`src/rtl/pll_ctrl_pkg.sv`:
```
`default_nettype none
// +------------------------------------------------------------------------+
// | pll_ctrl_pkg                                                           |
// | Shared types, widths and default constants for the PLL controller.     |
// | Revision: 1.0                                                          |
// +------------------------------------------------------------------------+
package pll_ctrl_pkg;

    localparam int c_TIMER_W    = 13;
    localparam int c_GOOD_W     = 5;
    localparam int c_RETRY_W    = 2;
    localparam int c_GAP_CYCLES = 2;

    localparam int c_DEF_RESET_HOLD  = 4;
    localparam int c_DEF_START_HOLD  = 2;
    localparam int c_DEF_CAL_TIMEOUT = 8191;
    localparam int c_DEF_LOCK_GOOD   = 16;
    localparam int c_DEF_LOSS_COUNT  = 4;
    localparam int c_DEF_MAX_RETRY   = 3;

    typedef enum logic [2:0] {
        ST_IDLE       = 3'd0,
        ST_RESET      = 3'd1,
        ST_GAP        = 3'd2,
        ST_START      = 3'd3,
        ST_WAIT_CAL   = 3'd4,
        ST_LOCK_CHECK = 3'd5,
        ST_LOCKED     = 3'd6,
        ST_FAIL       = 3'd7
    } state_t;

    typedef struct packed {
        logic pll_reset;
        logic start_cal;
        logic busy;
        logic locked;
        logic fail;
    } ctrl_out_t;

    // Per-state values of the PLL-facing and status outputs.
    function automatic ctrl_out_t decode_state(input state_t s);
        ctrl_out_t o;
        o.pll_reset = (s == ST_IDLE) || (s == ST_RESET) || (s == ST_FAIL);
        o.start_cal = (s == ST_START);
        o.busy      = (s == ST_RESET) || (s == ST_GAP) || (s == ST_START) ||
                      (s == ST_WAIT_CAL) || (s == ST_LOCK_CHECK);
        o.locked    = (s == ST_LOCKED);
        o.fail      = (s == ST_FAIL);
        return o;
    endfunction

endpackage
`default_nettype wire

```
`src/rtl/pll_ctrl_sync2.sv`:
```
`default_nettype none
// +------------------------------------------------------------------------+
// | pll_ctrl_sync2                                                         |
// | Two-flop synchronizer with asynchronous active-high reset.             |
// | Revision: 1.0                                                          |
// +------------------------------------------------------------------------+
module pll_ctrl_sync2 (
    input  logic clk,
    input  logic rst,
    input  logic d,
    output logic q
);

    logic r_meta;
    logic r_sync;

    always_ff @(posedge clk or posedge rst) begin
        if (rst) begin
            r_meta <= 1'b0;
            r_sync <= 1'b0;
        end else begin
            r_meta <= d;
            r_sync <= r_meta;
        end
    end

    assign q = r_sync;

endmodule
`default_nettype wire

```
`src/rtl/pll_calibration_controller.sv`:
```
`default_nettype none
// +------------------------------------------------------------------------+
// | pll_calibration_controller                                             |
// | Sequences the readout PLL through reset, calibration and lock          |
// | qualification with retry; PLL_CTRL_AUTO_RELOCK_EN enables relock.      |
// | Revision: 1.0                                                          |
// +------------------------------------------------------------------------+
module pll_calibration_controller
    import pll_ctrl_pkg::*;
#(
    parameter int RESET_HOLD  = c_DEF_RESET_HOLD,
    parameter int START_HOLD  = c_DEF_START_HOLD,
    parameter int CAL_TIMEOUT = c_DEF_CAL_TIMEOUT,
    parameter int LOCK_GOOD   = c_DEF_LOCK_GOOD,
    parameter int LOSS_COUNT  = c_DEF_LOSS_COUNT,
    parameter int MAX_RETRY   = c_DEF_MAX_RETRY
) (
    input  logic                 clk40,
    input  logic                 asynReset,
    input  logic                 enable,
    input  logic                 pllCalibrationDone,
    input  logic                 instantLock,
    output logic                 pllReset,
    output logic                 startCalibration,
    output logic                 busy,
    output logic                 locked,
    output logic                 fail,
    output logic                 lossOfLock,
    output logic [c_RETRY_W-1:0] retryCount
);

    localparam logic [c_TIMER_W-1:0] c_RESET_LAST = c_TIMER_W'(RESET_HOLD - 1);
    localparam logic [c_TIMER_W-1:0] c_GAP_LAST   = c_TIMER_W'(c_GAP_CYCLES - 1);
    localparam logic [c_TIMER_W-1:0] c_START_LAST = c_TIMER_W'(START_HOLD - 1);
    localparam logic [c_TIMER_W-1:0] c_TIMEOUT    = c_TIMER_W'(CAL_TIMEOUT);
    localparam logic [c_GOOD_W-1:0]  c_GOOD_LAST  = c_GOOD_W'(LOCK_GOOD - 1);
    localparam logic [c_GOOD_W-1:0]  c_LOSS_LAST  = c_GOOD_W'(LOSS_COUNT - 1);
    localparam logic [c_RETRY_W-1:0] c_RETRY_MAX  = c_RETRY_W'(MAX_RETRY);

    state_t               r_state;
    state_t               w_state_nxt;
    logic [c_TIMER_W-1:0] r_timer;
    logic [c_GOOD_W-1:0]  r_good;
    logic [c_GOOD_W-1:0]  w_good_nxt;
    logic [c_GOOD_W-1:0]  r_loss;
    logic [c_GOOD_W-1:0]  w_loss_nxt;
    logic [c_RETRY_W-1:0] r_retry;
    logic [c_RETRY_W-1:0] w_retry_nxt;
    logic                 r_lol;
    logic                 w_lol_nxt;
    logic                 w_do_retry;
    logic                 w_loss_event;
    logic                 w_sync_done;
    logic                 w_sync_lock;
    ctrl_out_t            w_dec;

    pll_ctrl_sync2 u_sync_done (
        .clk (clk40),
        .rst (asynReset),
        .d   (pllCalibrationDone),
        .q   (w_sync_done)
    );

    pll_ctrl_sync2 u_sync_lock (
        .clk (clk40),
        .rst (asynReset),
        .d   (instantLock),
        .q   (w_sync_lock)
    );

    assign w_dec = decode_state(r_state);

    always_comb begin
        w_state_nxt  = r_state;
        w_good_nxt   = r_good;
        w_loss_nxt   = r_loss;
        w_retry_nxt  = r_retry;
        w_lol_nxt    = r_lol;
        w_do_retry   = 1'b0;
        w_loss_event = 1'b0;

        case (r_state)
            ST_IDLE: begin
                w_state_nxt = ST_RESET;
                w_retry_nxt = '0;
                w_lol_nxt   = 1'b0;
            end
            ST_RESET: begin
                if (r_timer == c_RESET_LAST) w_state_nxt = ST_GAP;
            end
            ST_GAP: begin
                if (r_timer == c_GAP_LAST) w_state_nxt = ST_START;
            end
            ST_START: begin
                if (r_timer == c_START_LAST) w_state_nxt = ST_WAIT_CAL;
            end
            ST_WAIT_CAL: begin
                if (w_sync_done)                w_state_nxt = ST_LOCK_CHECK;
                else if (r_timer == c_TIMEOUT)  w_do_retry  = 1'b1;
            end
            ST_LOCK_CHECK: begin
                w_good_nxt = w_sync_lock ? r_good + 1'b1 : '0;
                if (w_sync_lock && (r_good == c_GOOD_LAST)) w_state_nxt = ST_LOCKED;
                else if (r_timer == c_TIMEOUT)              w_do_retry  = 1'b1;
            end
            ST_LOCKED: begin
                w_loss_nxt   = w_sync_lock ? '0 : r_loss + 1'b1;
                w_loss_event = !w_sync_done || (!w_sync_lock && (r_loss == c_LOSS_LAST));
            end
            ST_FAIL: begin
                w_state_nxt = ST_FAIL;
            end
        endcase

        if (w_do_retry) begin
            if (r_retry == c_RETRY_MAX) begin
                w_state_nxt = ST_FAIL;
            end else begin
                w_retry_nxt = r_retry + 1'b1;
                w_state_nxt = ST_RESET;
            end
        end

        if (w_loss_event) begin
            w_lol_nxt = 1'b1;
`ifdef PLL_CTRL_AUTO_RELOCK_EN
            w_state_nxt = ST_RESET;
            w_retry_nxt = '0;
`else
            w_state_nxt = ST_FAIL;
`endif
        end

        // Dropping enable overrides every other transition and its side effects.
        if (!enable) begin
            w_state_nxt = ST_IDLE;
            w_retry_nxt = r_retry;
            w_lol_nxt   = r_lol;
        end
    end

    always_ff @(posedge clk40 or posedge asynReset) begin
        if (asynReset) begin
            r_state <= ST_IDLE;
            r_timer <= '0;
            r_good  <= '0;
            r_loss  <= '0;
            r_retry <= '0;
            r_lol   <= 1'b0;
        end else begin
            r_state <= w_state_nxt;
            r_retry <= w_retry_nxt;
            r_lol   <= w_lol_nxt;
            if (w_state_nxt != r_state) begin
                r_timer <= '0;
                r_good  <= '0;
                r_loss  <= '0;
            end else begin
                // Only bounded states advance the timer, so long stays cannot wrap it.
                if (w_dec.busy) r_timer <= r_timer + 1'b1;
                r_good <= w_good_nxt;
                r_loss <= w_loss_nxt;
            end
        end
    end

    always_ff @(posedge clk40 or posedge asynReset) begin
        if (asynReset) begin
            pllReset         <= 1'b1;
            startCalibration <= 1'b0;
            busy             <= 1'b0;
            locked           <= 1'b0;
            fail             <= 1'b0;
            lossOfLock       <= 1'b0;
            retryCount       <= '0;
        end else begin
            pllReset         <= w_dec.pll_reset;
            startCalibration <= w_dec.start_cal;
            busy             <= w_dec.busy;
            locked           <= w_dec.locked;
            fail             <= w_dec.fail;
            lossOfLock       <= r_lol;
            retryCount       <= r_retry;
        end
    end

endmodule
`default_nettype wire

```
`config.mk`:
```
export PLATFORM = sky130hd
export DESIGN_NAME = pll_calibration_controller
export DESIGN_NICKNAME = d
export VERILOG_FILES = /design/src/rtl/pll_ctrl_pkg.sv /design/src/rtl/pll_ctrl_sync2.sv /design/src/rtl/pll_calibration_controller.sv
export SDC_FILE = /design/constraint.sdc
export NUM_CORES = 1
export LEC_CHECK = 0
export CAP_MARGIN = 20
export CORE_ASPECT_RATIO = 1.25
export CORE_UTILIZATION = 53
export DETAILED_ROUTE_END_ITERATION = 10
export GPL_TIMING_DRIVEN = 1
export PLACE_DENSITY = 0.75
export SLEW_MARGIN = 20
export SYNTH_ARGS = -nofsm -noshare
export SYNTH_HDL_FRONTEND = slang
export SYNTH_SLANG_ARGS = --single-unit
```
`constraint.sdc`:
```
create_clock -name clk40 -period 2.3 [get_ports clk40]
set_input_delay 0.23 -clock clk40 [delete_from_list [all_inputs] [get_ports clk40]]
set_output_delay 0.23 -clock clk40 [all_outputs]
set_load 0.05 [all_outputs]
```
# After elaboration in Yosys (flattened, before gate mapping)
# Cells that the tools add are included.
[word_totals]
out_inout_bits = 8
word_cells = 80
romBits = 0
n_memories = 0
latchBits = 0
inputBits = 5
register_bits = 41
ramBits = 0
[classes]
n_reduce_logical = 17
shift = 0
div_mod_pow = 0
n_eq_ne = 14
muxes = 28
n_bitwise = 0
n_mul = 0
add_sub_neg = 4
order_cmp = 0
[op_table]
columns = ["cell", "n"]
rows = [
  ["2-to-1 mux 5 bit", 6],
  ["2-to-1 mux 3 bit", 9],
  ["2-to-1 mux 13 bit", 2],
  ["one-hot mux 3 bit (7 select lines)", 1],
  ["adder 13 x 1 -> 13 bit, second input constant", 1],
  ["equality test 13 x 1 -> 1 bit, second input constant", 1],
  ["equality test 13 bit, second input constant", 1],
  ["equality test 13 x 2 -> 1 bit, second input constant", 1],
  ["equality test 3 bit, second input constant", 4],
  ["adder 5 x 1 -> 5 bit, second input constant", 2],
  ["nonzero test 2 bit", 4],
  ["logical OR 1 bit", 7],
  ["equality test 3 x 2 -> 1 bit, second input constant", 2],
  ["2-to-1 mux 1 bit", 6],
  ["2-to-1 mux 2 bit", 3],
  ["equality test 5 x 2 -> 1 bit, second input constant", 1],
  ["equality test 5 x 4 -> 1 bit, second input constant", 1],
  ["equality test 3 x 1 -> 1 bit, second input constant", 1],
  ["zero test 3 bit", 1],
  ["inequality test 3 bit", 1],
  ["adder 2 x 1 -> 2 bit, second input constant", 1],
  ["equality test 2 bit, second input constant", 1],
  ["logical AND 1 bit", 2],
  ["zero test 1 bit", 2],
  ["other kinds (2)", 2],
]

# Depth between registers and ports, before layout
# Gate-level depths: netlist of the first run.
[depth]
ltp_word = 9
depth_mapped = 10
ltp_nobuf = 9

# Hierarchy
# From an unflattened synthesis of the first run, not the netlist that was laid out.
[unflattened]
hier_cells = 221
area_unflattened_um2 = 2104.5
[modules_own_cells]
columns = ["module", "n_inst", "seq_area_each_um2", "cells_each", "area_per_inst_um2"]
rows = [
  ["pll_calibration_controller", 1, 927.1, 215, 1996.9],
  ["pll_ctrl_sync2", 2, 50.0, 3, 53.8],
]

# Worst setup path before layout of the first run
# No wires, ideal clock.
[synth_timing]
kind = "flip-flop to flip-flop"
startpoint = "register r_good[0]"
endpoint = "register r_good[0]"
arrival_time_ns = 2.186
setup_time_ns = 0.117
required_time_ns = 2.183
path_stages_with_launch = 11
synth_period_minus_slack_ns = 2.304
n_path_buf = 1
slack_ns = -0.004
path_cell_list = "dfrtp_1 > ha_1 > and3_1 > ha_1 > nand3_1 > nand4_1 > nor4_4 > o21ba_2 > buf_2 > nand3_1 > nor2_1"
[synth_via]
elab_chain_cells = 9
word_cells_on_any_way = 15
cone_classes = "add/sub (1); eq/ne (2); mux (10); reduce/logical (2)"
[synth_rtl]
columns = ["element", "line", "source"]
rows = [
  ["from (decl)", "pll_calibration_controller.sv:43", "logic [c_GOOD_W-1:0] r_good;"],
  ["from (signal assigned)", "pll_calibration_controller.sv:161", "r_good <= w_good_nxt;"],
  ["equality test 5 x 4 -> 1 bit", "pll_calibration_controller.sv:103", "if (w_sync_lock && (r_good == c_GOOD_LAST)) w_state_nxt = ST_LOCKED;"],
  ["logical AND 1 bit", "pll_calibration_controller.sv:103", ""],
  ["2-to-1 mux 3 bit or 2-to-1 mux 1 bit (tied branches)", "pll_calibration_controller.sv:103", ""],
  ["one-hot mux 3 bit (7 select lines) or one-hot mux 1 bit (2 select lines) (tied branches)", "pll_calibration_controller.sv:82", "case (r_state)"],
  ["2-to-1 mux 3 bit", "pll_calibration_controller.sv:115", "if (w_do_retry) begin"],
  ["2-to-1 mux 3 bit", "pll_calibration_controller.sv:124", "if (w_loss_event) begin"],
  ["2-to-1 mux 3 bit", "pll_calibration_controller.sv:135", "if (!enable) begin"],
  ["inequality test 3 bit", "pll_calibration_controller.sv:154", "if (w_state_nxt != r_state) begin"],
  ["2-to-1 mux 5 bit or nonzero test 2 bit (tied branches)", "-", ""],
]
# Parallel ways exist; a longest one is shown, timed or not. The select of a mux whose other input is x is not followed.
# A chain may end at the register's enable or synchronous reset.

# Final worst setup path of the first run
[layout_timing]
startpoint = "register r_good[1]"
endpoint = "register r_timer[3]"
[layout_via]
elab_chain_cells = 9
word_cells_on_any_way = 12
cone_classes = "eq/ne (2); mux (8); reduce/logical (2)"
[layout_rtl]
columns = ["element", "line", "source"]
rows = [
  ["equality test 5 x 4 -> 1 bit (*)", "pll_calibration_controller.sv:103", ""],
  ["logical AND 1 bit (*)", "pll_calibration_controller.sv:103", ""],
  ["2-to-1 mux 3 bit or 2-to-1 mux 1 bit (tied branches)", "pll_calibration_controller.sv:103", ""],
  ["one-hot mux 3 bit (7 select lines) or one-hot mux 1 bit (2 select lines) (tied branches)", "pll_calibration_controller.sv:82", ""],
  ["2-to-1 mux 3 bit (*)", "pll_calibration_controller.sv:115", ""],
  ["2-to-1 mux 3 bit (*)", "pll_calibration_controller.sv:124", ""],
  ["2-to-1 mux 3 bit (*)", "pll_calibration_controller.sv:135", ""],
  ["inequality test 3 bit (*)", "pll_calibration_controller.sv:154", ""],
  ["2-to-1 mux 13 bit or nonzero test 2 bit (tied branches)", "-", ""],
  ["to (signal assigned)", "pll_calibration_controller.sv:160", "if (w_dec.busy) r_timer <= r_timer + 1'b1;"],
  ["to (decl)", "pll_calibration_controller.sv:42", "logic [c_TIMER_W-1:0] r_timer;"],
]
# Every way passes the cells marked *; elsewhere a longest branch is shown, timed or not.

==> results.txt, run 1 <==
Synth Instances -> 240
number of CTS-inserted buffers -> 5
Die Wd -> 60.7 um
Hold Crit Class -> input port to asynchronous set/reset pin
CP Capture Type -> flip-flop
Slowest cell on crit path -> mux2_4
initial antenna violation count -> 0
worst flop-to-flop path endpoint -> r_timer[3]
r2r setup slk -> 0.03 ns
critical path launch point type -> flip-flop
power density over cell area -> 567 nW/um2
Antenna diodes -> 0
met3 routed WL -> 110 um
detail-routed net length per standard cell -> 15.2 um
period utilisation layout -> 0.987
First DRT Iteration DRCs -> 167
Yosys cell types -> 48
reg2reg start -> r_good[1]
Critical Path AT -> 2.47 ns
residual DRC count -> 0
clock-pin transition on the worst setup and hold timing paths -> 0.07 ns
number of synthesized flops with an enable pin -> 0
Clock Latency Late Sink -> 0.30 ns
CP max stage delay -> 0.37 ns
initial core utilization -> 0.558
Setup-failing EPs final -> 0
max layer used -> met4
Slew headroom -> 0.655
ys flop type -> dfrtp_1
Vias -> 1887
Final min period -> 2.27 ns
first-pass GRT wire length -> 7800 um
DRT Wirelength -> 4900 um
largest net degree at the start of global routing -> 42
IO buf count -> 12
# fillers -> 339
Hold Buf Count CTS -> 0
Post-DRT Antenna Nets -> 0
fmax -> 0.441 GHz
worst path bufs/invs -> 0
Crit Path Category -> flip-flop to flip-flop
most area-consuming cells after synthesis -> dfrtp_1 (44%), nand3_1 (5.3%), nand2_1 (3.9%), ha_1 (3.3%), o21ai_0 (3.3%)
Finished Cell Area -> 2720 um2
Power, Total -> 1540 uW
DP Area -> 2540 um2
Register-to-Register Path Depth -> 9
crit-path cells -> ha_2, and3_4, ha_4, nand3_2, nand4_1, nor2_1, a221o_1, mux2_4, nor4b_2
post-synth top area share -> 0.438
nets -> 277
GP Congestion -> 0.855
Vias/cell -> 5.84
hpwl dp -> 3240 um
row count -> 26
grt ovf -> 0
status -> finished clean
Synth Area per Inst -> 9.52 um2
sequential share of the synthesized area -> 0.449
Root Driver -> clkbuf_8
max_cap viols -> 0
1st-pass router iterations -> 4
die area -> 4580 um2
number of global-route vias before repair -> 1733
H-Tree Depth -> 2
Syn Std Cell Area -> 2290 um2
Yosys reg bits -> 41
ys async rst share -> 1.00
Total Routing Usage GR -> 0.231
Pleak -> 0.00118 uW
area leader, netlist -> dfrtp_1
clk buf depth -> 2
Warnings, synthesis -> 0
CP max FO -> 7
Sink Count -> 41
crit-path leading delay family -> simple AND/OR/NAND/NOR gates
Syn Nets -> 251
TritonCTS clock tree -> done
Die H -> 75.4 um
final max-slew violation count -> 0
area of the core -> 4100 um2
final hold viol count -> 0
detailed-routing wirelength on met1 -> 2140 um
io pins -> 13
metal2 WL -> 2550 um
Peak VDD IR -> 0.486 mV
RSZ-0062 raised after global routing -> true
Area Overhead vs Synth -> 19.2%
final setup skew -> 0.0124 ns
critical path data required time -> 2.50 ns
worst slew pin tran -> 0.518 ns
share of layout cells above drive strength 1 -> 0.172
==> worst min-delay path: cells and delay by family <==
kind	cells	cell delay, ns
buf+inv	3	0.86
==> logic make-up after synthesis <==
family	share of synthesized area
compound gates	0.119
xor+xnor	0.0345
fa+ha+maj	0.0328
buf+inv	0.0345
flops	0.449
mux	0.00657
simple gates	0.323
==> metrics by stage <==
stage / setup WS [ns] / hold WS, ns / std cells / TNS [ns] / utilization
final: 0.0308 / 0.347 / 323 / 0 / 0.665
after global routing: -0.0835 / 0.366 / 323 / -0.794 / 0.665
after CTS: 0.00256 / 0.360 / 322 / 0 / 0.653
after detailed placement: 0.00970 / 0.343 / 312 / 0 / 0.619
after global placement: 0.0602 / 0.332 / 312 / 0 / 0.619
after floorplan: 0.0551 / 0.261 / 240 / 0 / -
==> synth_stat cells, types with 2 or more instances <==
cell type / n
nor2b_1: 5
clkbuf_1: 3
o21ai_0: 15
and4b_1: 2
nand2b_1: 2
xnor2_1: 4
xor2_1: 5
a21oi_1: 5
and3_1: 2
buf_2: 6
a31oi_1: 2
a21boi_0: 4
nand3b_1: 3
inv_1: 7
and2_1: 7
nor4b_2: 3
nor4_4: 3
nand4_1: 6
and3b_1: 3
o22ai_1: 4
nor2_1: 17
nor3_1: 10
ha_1: 6
and4_1: 4
nand2_1: 24
o21a_1: 2
dfrtp_1: 40
or3_1: 3
nand3_1: 24
==> worst max-delay path by stage <==
stage / start / end / slack, ns / depth (start not counted)
2_1_floorplan: r_good[0] / r_timer[11] / 0.06 / 9
3_3_place_gp: r_good[0] / r_loss[2] / 0.06 / 9
3_5_place_dp: r_good[0] / r_timer[3] / 0.01 / 8
4_1_cts: r_good[0] / r_good[4] / 0.003 / 10
5_1_grt: r_good[1] / r_timer[3] / -0.08 / 9
6_report: r_good[1] / r_timer[3] / 0.03 / 9
==> cell type report <==
class                   count  area (um2)  share of cell area
flip-flops and latches     41        1030               0.377
inverters                   7        26.3             0.00965
multi-input cells         181        1220               0.447
repair buffers             30         263              0.0965
clock buffers               6        82.6              0.0303
well taps                  56        70.1              0.0257
clock inverters             2        37.5              0.0138
==> power by group <==
part           total, uW  internal, uW  switching (uW)
clock network        609           353             256
logic                176          75.9             100
registers            759           736            22.6
==> sequential cells by signal, indices dropped and copies added, names as in the netlist, 2 cells and up <==
name,count
r_timer,13
retryCount,2
r_loss,5
r_retry,2
r_state,3
r_good,5
==> routing by layer <==
layer  vias to the layer above  global-route usage
li1                        915                   -
met1                       932               0.278
met2                        31               0.396
met3                         9              0.0492
met4                         0               0.101
met5                         -                   0
==> placed cells by master (no fill, tap or decap), drive strengths merged, types with 6 or more instances in the layout <==
master	Yosys	final
nand2	24	24
dfrtp	40	40
o21ai	15	15
inv	7	7
ha	6	6
nand3	24	24
clkdlybuf4s50	0	12
nor3	10	10
clkbuf	3	6
nand4	7	7
and2	7	7
nor2	17	17
buf	8	18
==> timing repair <==
action / CTS / global route
endpoints found under the setup margin: 14 / 19
resized for setup: 2 / 9
buffers inserted: 2 / 1
pin swaps: 2 / 7
Note: power is estimated with default switching activity, not from simulation.
==> run 2: changes to the inputs <==
--- a/config.mk
+++ b/config.mk
@@ -5,12 +5,13 @@
 export SDC_FILE = /design/constraint.sdc
 export NUM_CORES = 1
 export LEC_CHECK = 0
+export ABC_AREA = 1
 export CAP_MARGIN = 20
 export CORE_ASPECT_RATIO = 1.25
-export CORE_UTILIZATION = 53
+export CORE_UTILIZATION = 45
 export DETAILED_ROUTE_END_ITERATION = 10
 export GPL_TIMING_DRIVEN = 1
-export PLACE_DENSITY = 0.75
+export PLACE_DENSITY = 0.65
 export SLEW_MARGIN = 20
 export SYNTH_ARGS = -nofsm -noshare
 export SYNTH_HDL_FRONTEND = slang
==> run 2 against run 1 <==
Net effect:
- first-iteration DRC count is 59% lower
- critical path depth is 9 higher
- design area is 1.4% higher
- maximum frequency is 1.8% higher
- highest routed layer unchanged
==> results.txt, run 2 <==
first-pass GRT wire length -> 7450 um
Vias/cell -> 4.98
clock-pin transition on the worst setup and hold timing paths -> 0.08 ns
number of CTS-inserted buffers -> 5
Hold Crit Class -> input port to asynchronous set/reset pin
Total Routing Usage GR -> 0.177
Flop pwr share -> 0.452
IO buf count -> 12
die area -> 5540 um2
Syn Std Cell Area -> 2360 um2
Clock Power Share -> 0.360
critical path launch point type -> flip-flop
DP Area -> 2540 um2
Synth Instances -> 267
largest net degree at the start of global routing -> 42
number of global-route vias before repair -> 1724
Total Neg Setup Slack -> 0 ns
CP max stage delay -> 0.40 ns
commonest non-fill, non-tap cells in the layout -> nand2_1 (45), dfrtp_1 (40), inv_1 (27), nor2_1 (27), nor2_4 (25)
Sink Count -> 41
Psw -> 477 uW
max_cap viols -> 0
status -> finished clean
initial core utilization -> 0.468
max reg flops -> 13
synth cell count leaders -> nand2_1 (47), dfrtp_1 (40), nor2_1 (30)
power density over cell area -> 614 nW/um2
RSZ-0062 raised after global routing -> true
First DRT Iteration DRCs -> 68
Synth Area per Inst -> 8.84 um2
period utilisation layout -> 0.969
switching part of the total -> 0.281
H-Tree Depth -> 2
count leader, synth -> nand2_1
Peak VDD IR -> 0.277 mV
Syn Nets -> 278
1st-pass router iterations -> 4
residual DRC count -> 0
row count -> 29
fin util -> 0.548
crit-path leading delay family -> simple AND/OR/NAND/NOR gates
Slew headroom -> 0.661
Hold Buf Count CTS -> 0
ys async rst share -> 1.00
Top Registers -> r_timer (13), r_good (5), r_loss (5)
clk buf depth -> 2
crit-path cells -> ha_2, nand2_1, nor2_1, ha_2, nand2_2, nand4_1, nand2_1, nand3_2, nand2_2, nand2_2, nand2_2, nand2_2, nand2_2, nand2_2, inv_4, nand3_4, clkbuf_16, nor2_4
critical path data required time -> 2.53 ns
post-synth top area share -> 0.424
Setup-failing EPs final -> 0
most common cell after layout, fill and taps aside -> nand2_1
Finished Cell Area -> 2760 um2
Seq. cell area -> 1030 um2
Crit Path Category -> flip-flop to flip-flop
CP Capture Type -> flip-flop
nets -> 300
detail-routed net length per standard cell -> 12.7 um
final max-slew violation count -> 0
GP Congestion -> 0.905
number of synthesized flops with an enable pin -> 0
most area-consuming cells after synthesis -> dfrtp_1 (42%), nor2_4 (11%), nand2_1 (7.5%), nor2_1 (4.8%), inv_1 (4.3%)
CP max FO -> 6
worst path bufs/invs -> 2
hpwl dp -> 3110 um
Root Driver -> clkbuf_8
Area Overhead vs Synth -> 17.1%
Yosys cell types -> 33
sequential share of the synthesized area -> 0.435
Yosys reg bits -> 41
Antenna diodes -> 0
initial antenna violation count -> 0
grt ovf -> 0
Die Wd -> 66.8 um
critical path's most frequent cell -> nand2_2
Post-DRT Antenna Nets -> 0
Final min period -> 2.23 ns
final hold viol count -> 0
io pins -> 13
area taken by multi-input logic gates -> 1150 um2
worst slew pin tran -> 0.508 ns
Warnings, synthesis -> 0
TritonCTS clock tree -> done
Int Pwr -> 1220 uW
area leader, netlist -> dfrtp_1
Comb power frac -> 0.188
Vias -> 1753
area of the core -> 5040 um2
DRT Wirelength -> 4470 um
Clock Latency Late Sink -> 0.30 ns
# fillers -> 458
largest reg by FF count -> r_timer
final setup skew -> 0.00777 ns
Pleak -> 0.00121 uW
fmax -> 0.449 GHz
Die H -> 83.0 um
Slowest cell on crit path -> dfrtp_1
ys flop type -> dfrtp_1
Critical Path AT -> 2.46 ns
share of layout cells above drive strength 1 -> 0.248
## run 2: metrics by stage
| stage | power [uW] | worst slack [ns] | instances | hold WS, ns |
|---|---|---|---|---|
| floorplan | 997 | 0.271 | 267 | 0.261 |
| finish | 1690 | 0.0705 | 352 | 0.357 |
| global route | 1770 | -0.0918 | 352 | 0.365 |
| CTS | 1660 | 0.0402 | 347 | 0.355 |
| detailed placement | 1050 | 0.0792 | 339 | 0.336 |
| global placement | 1050 | 0.154 | 339 | 0.331 |
## run 2: per-layer routing
metal  wire length, um  part of all wire  GRT usage
met5                 0                 0          0
met3               109             0.024     0.0426
met2              2420              0.54      0.301
met1              1860              0.42      0.210
met4                78             0.017     0.0677
## run 2: worst register-to-register path, cell delays in order, from the launching register on
cell and delay [ns]:
dfrtp_1 0.40, ha_2 0.20, nand2_1 0.06, nor2_1 0.04
ha_2 0.16, nand2_2 0.06, nand4_1 0.09, nand2_1 0.13
nand3_2 0.08, nand2_2 0.09, nand2_2 0.07, nand2_2 0.08
nand2_2 0.06, nand2_2 0.07, nand2_2 0.07, inv_4 0.06
nand3_4 0.14, clkbuf_16 0.22, nor2_4 0.07
## run 2: layout make-up
class | count | share of cell area
clock inverter | 1 | 0.0109
tap | 62 | 0.0281
clock buffer | 7 | 0.0312
multi-input combinational | 185 | 0.418
sequential | 41 | 0.372
timing repair buffer | 21 | 0.0897
inverter | 35 | 0.0503
## run 2: kinds of logic (layout without fill, tap and decap cells)
kind of cell,Yosys count,count (layout),synth area share
buffers and inverters,41,64,0.0870
flip-flops,41,41,0.435
AND/OR/NAND/NOR,142,142,0.347
adder cells (fa/ha/maj),6,6,0.0318
AO/OA/AOI/OAI,28,28,0.0652
XOR/XNOR,9,9,0.0334
## run 2: path summary, 6_finish.rpt
check	startpoint	to	slack [ns]	cells past startpoint
max	r_good[1]	r_timer[0]	0.07	18
min	asynReset	lossOfLock	0.36	3
max reg2reg	r_good[1]	r_timer[0]	0.07	18
min reg2reg	u_sync_done.r_meta	u_sync_done.q	0.36	0
max in group asynchronous	asynReset	pllReset	1.58	3
min in group clk40	u_sync_done.r_meta	u_sync_done.q	0.36	0
## run 2: power groups by stage
stage	logic, uW	clock network (uW)	registers, uW
after floorplan	217	0	781
after global placement	269	0	779
after detailed placement	271	0	779
after CTS	272	625	765
after global routing	344	658	769
final	319	610	766
## run 2: what timing repair did
action,4_1_cts,5_1_grt
buffers inserted,0,3
resized for setup,0,10
setup endpoints to repair,0,23
==> run 3: changes to the inputs <==
--- a/config.mk
+++ b/config.mk
@@ -10,6 +10,7 @@
 export CORE_ASPECT_RATIO = 1.25
 export CORE_UTILIZATION = 45
 export DETAILED_ROUTE_END_ITERATION = 10
+export GPL_ROUTABILITY_DRIVEN = 1
 export GPL_TIMING_DRIVEN = 1
 export PLACE_DENSITY = 0.65
 export SLEW_MARGIN = 20
==> results of run 3 <==
The final DEF is identical to that of run 2; final timing and power are the same.
